File: src/rtl/lsu_pkg.sv
// Shared encodings and helpers for the load/store unit: access sizes, FSM states,
// byte counts, store-data alignment and load-data extension.
package lsu_pkg;

  localparam logic [1:0] SIZE_B = 2'b00;
  localparam logic [1:0] SIZE_H = 2'b01;
  localparam logic [1:0] SIZE_W = 2'b10;
  localparam logic [1:0] SIZE_X = 2'b11;

  typedef enum logic [1:0] {
    ST_IDLE   = 2'd0,
    ST_ACCESS = 2'd1,
    ST_RESP   = 2'd2
  } lsu_state_t;

  function automatic logic [2:0] byte_count(input logic [1:0] size);
    case (size)
      SIZE_B:  byte_count = 3'd1;
      SIZE_H:  byte_count = 3'd2;
      default: byte_count = 3'd4;
    endcase
  endfunction

  // Left-justify the right-aligned store field so the first byte to send sits in [31:24].
  function automatic logic [31:0] align_store(input logic [31:0] wdata, input logic [1:0] size);
    case (size)
      SIZE_B:  align_store = {wdata[7:0], 24'h000000};
      SIZE_H:  align_store = {wdata[15:0], 16'h0000};
      default: align_store = wdata;
    endcase
  endfunction

  function automatic logic [31:0] extend_data(input logic [31:0] acc, input logic [1:0] size,
                                              input logic is_unsigned);
    case (size)
      SIZE_B:  extend_data = {{24{acc[7] & ~is_unsigned}}, acc[7:0]};
      SIZE_H:  extend_data = {{16{acc[15] & ~is_unsigned}}, acc[15:0]};
      default: extend_data = acc;
    endcase
  endfunction

endpackage

File: src/rtl/lsu_extend.sv
// Combinational sign/zero extension of an assembled load value by access size.
import lsu_pkg::*;

module lsu_extend (
  input  logic [31:0] acc,
  input  logic [1:0]  size,
  input  logic        is_unsigned,
  output logic [31:0] data
);

  assign data = extend_data(acc, size, is_unsigned);

endmodule

File: src/rtl/load_store_unit.sv
// MEM-stage access sequencer: runs each load/store as single-byte big-endian memory
// cycles and returns extended load data or an error through a valid/ready response.
import lsu_pkg::*;

module load_store_unit #(
  parameter int MEM_ADDR_W = 10
) (
  input  logic                  clk,
  input  logic                  reset_n,
  input  logic                  cpu_req_valid,
  output logic                  cpu_req_ready,
  input  logic                  cpu_req_we,
  input  logic [1:0]            cpu_req_size,
  input  logic                  cpu_req_unsigned,
  input  logic [31:0]           cpu_req_addr,
  input  logic [31:0]           cpu_req_wdata,
  output logic                  cpu_resp_valid,
  input  logic                  cpu_resp_ready,
  output logic [31:0]           cpu_resp_rdata,
  output logic                  cpu_resp_error,
  output logic [MEM_ADDR_W-1:0] mem_addr,
  output logic                  mem_we,
  output logic [7:0]            mem_wdata,
  input  logic [7:0]            mem_rdata,
  output logic [1:0]            dbg_state
);

  localparam logic [MEM_ADDR_W-1:0] ADDR_ONE = 1;

  lsu_state_t  state, state_nxt;
  logic        req_we, req_uns;
  logic [1:0]  req_size;
  logic [2:0]  req_n, idx;
  logic [23:0] acc;
  logic [31:0] wsh;
  logic [31:0] acc_nxt, ext_data, store_aligned;
  logic [2:0]  new_n;
  logic [32:0] end_addr;
  logic        req_err, req_fire, resp_fire, last_byte;

  assign new_n         = byte_count(cpu_req_size);
  assign end_addr      = {1'b0, cpu_req_addr} + {30'd0, new_n} - 33'd1;
  assign store_aligned = align_store(cpu_req_wdata, cpu_req_size);
  assign req_err = (cpu_req_size == SIZE_X) ||
                   ((cpu_req_size == SIZE_H) && cpu_req_addr[0]) ||
                   ((cpu_req_size == SIZE_W) && (cpu_req_addr[1:0] != 2'b00)) ||
                   (end_addr[32:MEM_ADDR_W] != '0);

  assign last_byte = (idx == (req_n - 3'd1));
  assign acc_nxt   = {acc, mem_rdata};
  assign dbg_state = state;

  lsu_extend u_extend (
    .acc         (acc_nxt),
    .size        (req_size),
    .is_unsigned (req_uns),
    .data        (ext_data)
  );

  always_ff @(posedge clk or negedge reset_n) begin
    if (!reset_n) state <= ST_IDLE;
    else          state <= state_nxt;
  end

  // Handshakes: a transfer happens on a rising edge where valid and ready are both high;
  // the initiator holds its payload stable while valid is high and ready is low.
  always_comb begin
    state_nxt      = state;
    cpu_req_ready  = 1'b0;
    cpu_resp_valid = 1'b0;
    req_fire       = 1'b0;
    resp_fire      = 1'b0;
    case (state)
      ST_IDLE: begin
        cpu_req_ready = reset_n;
        if (cpu_req_valid) begin
          req_fire  = 1'b1;
          state_nxt = req_err ? ST_RESP : ST_ACCESS;
        end
      end
      ST_ACCESS: begin
        if (last_byte) state_nxt = ST_RESP;
      end
      ST_RESP: begin
        cpu_resp_valid = 1'b1;
        if (cpu_resp_ready) begin
          resp_fire = 1'b1;
          state_nxt = ST_IDLE;
        end
      end
      default: state_nxt = ST_IDLE;
    endcase
  end

  always_ff @(posedge clk or negedge reset_n) begin
    if (!reset_n) begin
      req_we         <= 1'b0;
      req_uns        <= 1'b0;
      req_size       <= SIZE_B;
      req_n          <= 3'd1;
      idx            <= 3'd0;
      acc            <= 24'h0;
      wsh            <= 32'h0;
      mem_addr       <= '0;
      mem_we         <= 1'b0;
      mem_wdata      <= 8'h00;
      cpu_resp_rdata <= 32'h0;
      cpu_resp_error <= 1'b0;
    end else if (req_fire) begin
      req_we   <= cpu_req_we;
      req_uns  <= cpu_req_unsigned;
      req_size <= cpu_req_size;
      req_n    <= new_n;
      idx      <= 3'd0;
      acc      <= 24'h0;
      if (req_err) begin
        cpu_resp_error <= 1'b1;
        cpu_resp_rdata <= 32'h0;
      end else begin
        mem_addr  <= cpu_req_addr[MEM_ADDR_W-1:0];
        mem_we    <= cpu_req_we;
        mem_wdata <= cpu_req_we ? store_aligned[31:24] : 8'h00;
        wsh       <= {store_aligned[23:0], 8'h00};
      end
    end else if (state == ST_ACCESS) begin
      acc <= acc_nxt[23:0];
      if (last_byte) begin
        mem_we         <= 1'b0;
        mem_wdata      <= 8'h00;
        cpu_resp_rdata <= req_we ? 32'h0 : ext_data;
      end else begin
        idx       <= idx + 3'd1;
        mem_addr  <= mem_addr + ADDR_ONE;
        mem_wdata <= req_we ? wsh[31:24] : 8'h00;
        wsh       <= {wsh[23:0], 8'h00};
      end
    end else if (resp_fire) begin
      cpu_resp_rdata <= 32'h0;
      cpu_resp_error <= 1'b0;
    end
  end

endmodule

File: config.mk
export PLATFORM = sky130hd
export DESIGN_NAME = load_store_unit
export DESIGN_NICKNAME = d
export VERILOG_FILES = /design/src/rtl/lsu_pkg.sv /design/src/rtl/lsu_extend.sv /design/src/rtl/load_store_unit.sv
export SDC_FILE = /design/constraint.sdc
export NUM_CORES = 1
export LEC_CHECK = 0
export CAP_MARGIN = 10
export CORE_MARGIN = 4
export CORE_UTILIZATION = 64
export CTS_CLUSTER_DIAMETER = 50
export DETAILED_ROUTE_END_ITERATION = 10
export DONT_BUFFER_PORTS = 1
export PLACE_DENSITY = 0.77
export REMOVE_ABC_BUFFERS = 1
export SLEW_MARGIN = 5
export SYNTH_ARGS = -nofsm -noshare
export SYNTH_HDL_FRONTEND = slang
export SYNTH_SLANG_ARGS = --single-unit
File: constraint.sdc
create_clock -name clk -period 3.1 [get_ports clk]
set_input_delay 0.31 -clock clk [delete_from_list [all_inputs] [get_ports clk]]
set_output_delay 0.31 -clock clk [all_outputs]
set_load 0.02 [all_outputs]
==> results.sh, run 1 <==
export IMPL_fp_dieW_um=116
export IMPL_clk_latency_ps=350
export IMPL_vias=7501
export IMPL_synthCells=858
export IMPL_max_freq_mhz=283
export IMPL_required_ps=3330
export IMPL_first_global_vias=7620
export IMPL_post_synth_num_cell_types=65
export IMPL_cp_top_family="compound AO/OA/AOI/OAI gates"
export IMPL_max_cap_violations=0
export IMPL_grt_max_degree=113
export IMPL_core_area_um2=11100
export IMPL_grt_overflow=0
export IMPL_hp_start="cpu_req_wdata[1]"
export IMPL_critPathMostFrequentCell="buf_4"
export IMPL_path_class="input port to flip-flop"
export IMPL_cp_slowest_stage_delay_ps=340
export IMPL_final_cell_mix="buf_4, dfrtp_1, nand2_1"
export IMPL_clk_path_buf_depth=2
export IMPL_synthArstFlopShare_pct=100
export IMPL_layout_commonest_cell="buf_4"
export IMPL_port_buffers=0
export IMPL_tightest_slew_ps=1260
export IMPL_numCtsBuffers=9
export IMPL_crit_path_top_delay_cell="mux2_2"
export IMPL_antenna_found_initial=2
export IMPL_rsz0062_at_grt="true"
export IMPL_fin_crit_ps=3530
export IMPL_start_util_pct=66.8
export IMPL_yosys_top_cells_area="dfrtp_1, ha_1, mux2_2"
export IMPL_whs_path_depth=2
export IMPL_hold_end="wsh[9]"
export IMPL_dp_cells=1073
export IMPL_peakVddDrop_mv=0.669
export IMPL_worst_ep_arrival_time_ps=3760
export IMPL_ff2ff_setup_slack_ps=290
export IMPL_finalHoldViolations=0
export IMPL_end_kind="flip-flop"
export IMPL_final_area_um2=9210
export IMPL_track_usage_pct=36.1
export IMPL_ant_nets=0
export IMPL_post_route_period_util_pct=114
export IMPL_row_count=38
export IMPL_placed_cell_area_um2=8340
export IMPL_drc_errors=0
export IMPL_ys_ff_latch=112
export IMPL_p_leak_uw=0.00437
export IMPL_drtIter0Drc=1152
export IMPL_area_delta_synth_final_pct=24.5
export IMPL_cts_tree="done"
export IMPL_fin_tns_setup_ps=-27560
export IMPL_path_clk_slew_ps=80
export IMPL_crit_path_max_fanout=14
export IMPL_fin_ws_ps=-432
export IMPL_skew_ps=8.67
export IMPL_cts_sinks=112
export IMPL_hold_path_class="input port to flip-flop"
export IMPL_timing_hold_ws_ps=88.5
export IMPL_reg2reg_depth=5
export IMPL_dpl_hpwl_mm=16.3
export IMPL_fill_cells=642
export IMPL_routed_wl_mm=25.2
export IMPL_die_area_um2=13300
export IMPL_drive_gt1_share_pct=26.2
export IMPL_cp_startpoint="cpu_req_size[0]"
export IMPL_htreeDepth=3
export IMPL_synth_top_area_share_pct=37.6
export IMPL_drtPass1Iterations=6
export IMPL_setup_viol=76
export IMPL_synth_edf_count=0
export IMPL_ys_warn_count=0
export IMPL_synth_area_um2=7400
export IMPL_place_congestion=0.958
export IMPL_finalNonFillerCells=1111
export IMPL_avgRoutedWirePerCell_um=22.6
export IMPL_synth_top_flop_cell="dfrtp_1"
export IMPL_via_per_inst=6.75
export IMPL_slew_headroom_pct=15.6
export IMPL_num_nets_final=1079
export IMPL_worstReg2RegEnd="cpu_resp_rdata[19]"
export IMPL_yosysTopAreaCell="dfrtp_1"
export IMPL_grt_first_pass_wirelength_mm=38.1
export IMPL_failed_checks="negative setup slack"
export IMPL_timing_rr_start="dbg_state[1]"
export IMPL_pin_count=136
export IMPL_syn_area_per_cell_um2=8.62
export IMPL_slew_violations=0
export IMPL_status="finished with violations"
export IMPL_yosysSeqAreaShare_pct=37.9
export IMPL_start_kind="input port"
export IMPL_post_route_util_pct=83.1
export IMPL_cts_root_buf="clkbuf_16"
export IMPL_powerDensity_nw_per_um2=419
export IMPL_path_buf_inv=7
export IMPL_die_h_um=116
export IMPL_worstPathCellList="nor2b_4, inv_2, ha_4, inv_2, ha_4, nand3b_1, o211a_1, buf_6, o21a_1, nand3b_1, a311oi_2, buf_4, nor4_1, o2111ai_2, a311o_1, buf_4, nor2_4, o211ai_1, buf_4, buf_12, mux2_2"
==> timing repair <==
item	in CTS	in global routing
endpoints found under the setup margin	78	78
gates cloned	5	1
hold buffers	2	0
hold endpoints to repair	112	0
setup buffers	10	5
pin swaps	27	11
resized for setup	58	28
==> cell type report <==
class / instances / area, um2 / share of cell area, %
Multi-Input combinational cell: 617 / 4330 / 47.0
Sequential cell: 112 / 2800 / 30.4
Timing Repair Buffer: 143 / 1210 / 13.1
Inverter: 78 / 310 / 3.37
Clock buffer: 10 / 239 / 2.59
Tap cell: 140 / 175 / 1.90
Clock inverter: 6 / 108 / 1.17
Timing Repair inverter: 3 / 33.8 / 0.367
Antenna cell: 2 / 5.00 / 0.0543
==> layer usage <==
layer	routed length [um]	share of wire, %	up-vias	GRT usage [%]
met4	1490	5.9	2	17.5
met1	8830	35	3563	40.4
li1	-	-	3280	-
met2	12300	49	499	63.5
met5	12	0.048	-	0
met3	2540	10	157	9.71
==> sequential cells by signal, summed over array words and instances (netlist names) <==
name,cells
mem_addr,10
acc,24
req_n,3
req_we,1
cpu_resp_rdata,32
mem_we,1
req_uns,1
wsh,24
dbg_state,2
mem_wdata,8
idx,3
cpu_resp_error,1
req_size,2
==> worst register-to-register path, stage by stage (launching register included) <==
cell,delay (ps)
dfrtp_1,540
nand2b_1,260
nor2_1,580
o21ai_1,630
a21oi_1,510
mux2_4,240
==> report_power, final <==
| group | switching, uW | internal (uW) | total (uW) |
|---|---|---|---|
| sequential | 41.9 | 1480 | 1520 |
| clock | 590 | 754 | 1340 |
| combinational | 540 | 455 | 995 |
==> stage by stage <==
| step | setup WS [ps] | power [uW] |
|---|---|---|
| after floorplan | -1940 | 2030 |
| after global placement | -988 | 2370 |
| final | -432 | 3860 |
| after global routing | -550 | 4000 |
| after CTS | -414 | 3800 |
| after detailed placement | -1080 | 2400 |
==> synthesized netlist by cell type, types with 11 or more instances <==
cell,n
nand3_1,34
mux2i_1,20
o31ai_1,11
a22o_1,16
xnor2_1,13
nand2_1,100
o21ai_0,60
mux2_1,15
dfrtp_1,111
inv_1,77
o21ai_1,14
clkbuf_1,39
ha_1,35
a21oi_1,71
mux2_2,36
nor2_1,46
==> how the worst max path moves through the flow <==
stage | to | depth (start not counted)
finish | cpu_resp_rdata[8] | 21
global route | mem_addr[0] | 18
CTS | mem_addr[0] | 19
detailed placement | wsh[30] | 16
global placement | wsh[31] | 17
floorplan | cpu_resp_rdata[10] | 14
==> kinds of logic (layout without fill, tap and decap cells) <==
logic type	after synthesis	after routing	share of synthesized area [%]
adders and majority gates	35	35	5.92
buffers and inverters	129	240	6.82
AOI/OAI and AO/OA	250	250	21.6
DFF	112	112	37.9
muxes	71	71	10.5
and+or+nand+nor	247	247	15.6
xor gates and xnor gates	14	14	1.66
other	0	2	0
Note: power is estimated with default switching activity, not from simulation.
==> run 2: changes to the inputs <==
--- a/config.mk
+++ b/config.mk
@@ -12,7 +12,7 @@
 export DETAILED_ROUTE_END_ITERATION = 10
 export DONT_BUFFER_PORTS = 1
 export PLACE_DENSITY = 0.77
-export REMOVE_ABC_BUFFERS = 1
+export RECOVER_POWER = 100
 export SLEW_MARGIN = 5
 export SYNTH_ARGS = -nofsm -noshare
 export SYNTH_HDL_FRONTEND = slang
==> results.sh, run 2 (same netlist as run 1, synthesis figures left out) <==
export IMPL_largest_reg_flops=32
export IMPL_cp_slowest_stage_delay_ps=450
export IMPL_track_usage_pct=37.0
export IMPL_tightest_slew_ps=2460
export IMPL_regMostFlops="cpu_resp_rdata"
export IMPL_finalNonFillerCells=1106
export IMPL_crit_path_max_fanout=14
export IMPL_skew_ps=10.0
export IMPL_path_clk_slew_ps=80
export IMPL_rsz0062_at_grt="true"
export IMPL_dpl_hpwl_mm=16.5
export IMPL_ff2ff_setup_slack_ps=120
export IMPL_end_kind="flip-flop"
export IMPL_fp_dieW_um=116
export IMPL_numCtsBuffers=9
export IMPL_num_nets_final=1075
export IMPL_drtIter0Drc=965
export IMPL_clk_latency_ps=370
export IMPL_hold_path_class="input port to flip-flop"
export IMPL_required_ps=3360
export IMPL_ant_nets=0
export IMPL_finalHoldViolations=0
export IMPL_grt_overflow=0
export IMPL_max_freq_mhz=283
export IMPL_worst_ep_arrival_time_ps=3790
export IMPL_grt_first_pass_wirelength_mm=38.7
export IMPL_routed_wl_mm=25.5
export IMPL_area_delta_synth_final_pct=23.6
export IMPL_final_area_um2=9140
export IMPL_grt_max_degree=113
export IMPL_drtPass1Iterations=7
export IMPL_fin_crit_ps=3530
export IMPL_max_cap_violations=1
export IMPL_syn_nets=973
export IMPL_status="finished with violations"
export IMPL_via_per_inst=6.85
export IMPL_failed_checks="max-capacitance violations, max-slew violations, negative setup slack"
export IMPL_slew_headroom_pct=-64.0
export IMPL_place_congestion=0.949
export IMPL_htreeDepth=3
export IMPL_fill_cells=623
export IMPL_layout_commonest_cell="buf_4"
export IMPL_clk_path_buf_depth=2
export IMPL_vias=7572
export IMPL_dp_cells=1071
export IMPL_path_class="input port to flip-flop"
export IMPL_start_util_pct=66.8
export IMPL_die_area_um2=13300
export IMPL_largestRegisters="cpu_resp_rdata x32, acc x24, wsh x24"
export IMPL_avgRoutedWirePerCell_um=23.1
export IMPL_finalPower_uw=3610
export IMPL_cts_sinks=112
export IMPL_row_count=38
export IMPL_worstPathCellList="nor2b_4, inv_2, ha_4, inv_2, ha_4, nand3b_1, o211a_4, o21a_1, buf_6, o211ai_1, mux2i_1, nand4b_1, nor4_2, nand4_1, or3_4, and2_4, buf_8, a211o_1"
export IMPL_port_buffers=0
export IMPL_placed_cell_area_um2=8410
export IMPL_crit_path_top_delay_cell="or3_4"
export IMPL_first_global_vias=7416
export IMPL_p_leak_uw=0.00429
export IMPL_slew_violations=113
export IMPL_drive_gt1_share_pct=26.1
export IMPL_setup_viol=76
export IMPL_post_route_period_util_pct=114
export IMPL_final_cell_mix="buf_4, dfrtp_1, nand2_1"
export IMPL_fin_tns_setup_ps=-26900
export IMPL_start_kind="input port"
export IMPL_post_route_util_pct=82.5
export IMPL_powerDensity_nw_per_um2=395
export IMPL_cts_tree="done"
export IMPL_peakVddDrop_mv=0.654
export IMPL_fin_ws_ps=-432
export IMPL_pin_count=136
export IMPL_drc_errors=0
export IMPL_cts_root_buf="clkbuf_16"
export IMPL_antenna_found_initial=1
export IMPL_reg2reg_depth=7
export IMPL_core_area_um2=11100
export IMPL_die_h_um=116
export IMPL_whs_path_depth=2
run 2: cell count changes in the layout (fill, tap and decap cells not counted), moves of 3 or more:
cell      previous run  this run
mux2_4              18        25
buf_4              127       123
mux2_2              33        26
clkbuf_2             0         3
buf_6                8         5
clkbuf_1             0         3
run 2: stage by stage:
stage | setup slack, ps | hold WS [ps]
after floorplan | -854 | 14.4
after global placement | -871 | 16.7
after detailed placement | -951 | 16.8
after CTS | -273 | 62.6
after global routing | -500 | 69.8
final | -432 | 63.9
run 2: final timing paths:
path | startpoint | end
worst max register to register | dbg_state[1] | wsh[20]
min in group asynchronous | reset_n | acc[22]
worst min-delay path | cpu_req_unsigned | req_uns
worst min register to register | acc[16] | acc[16]
worst max-delay path | cpu_req_size[0] | mem_addr[0]
max in group asynchronous | reset_n | wsh[31]
run 2: cell type report:
cell class	instances	area, um2	share of cell area [%]
diodes	1	2.50	0.0274
clock buffers	12	236	2.59
clock inverters	4	36.3	0.397
inverters	78	313	3.42
multi-input cells	617	4410	48.3
flip-flops and latches	112	2800	30.7
well taps	140	175	1.92
repair buffers	139	1130	12.4
repair inverters	3	33.8	0.370
run 2: where the power goes:
group | switching (uW) | internal, uW
clock | 556 | 557
sequential | 40.1 | 1480
combinational | 539 | 432
total | 1140 | 2470
run 2: repair_timing:
item / in CTS / in global routing
setup buffers: 7 / 3
hold buffers: 2 / 0
endpoints found under the hold margin: 112 / 0
setup endpoints to repair: 78 / 77
pin swaps: 3 / 14
cloned: 4 / 2
gates resized for setup: 45 / 30
run 2: critical path: cells and delay by family:
family,cells,cell delay (ps)
AO/OA/AOI/OAI,4,990
adder cells (fa/ha/maj),2,350
buffers and inverters,4,380
multiplexers,1,260
AND/OR/NAND/NOR,7,1470
run 2: routing by layer:
layer	global-route usage [%]	wire [um]
met4	16.3	1400
met1	44.7	9070
met3	9.19	2770
met5	0	0
met2	62.8	12300
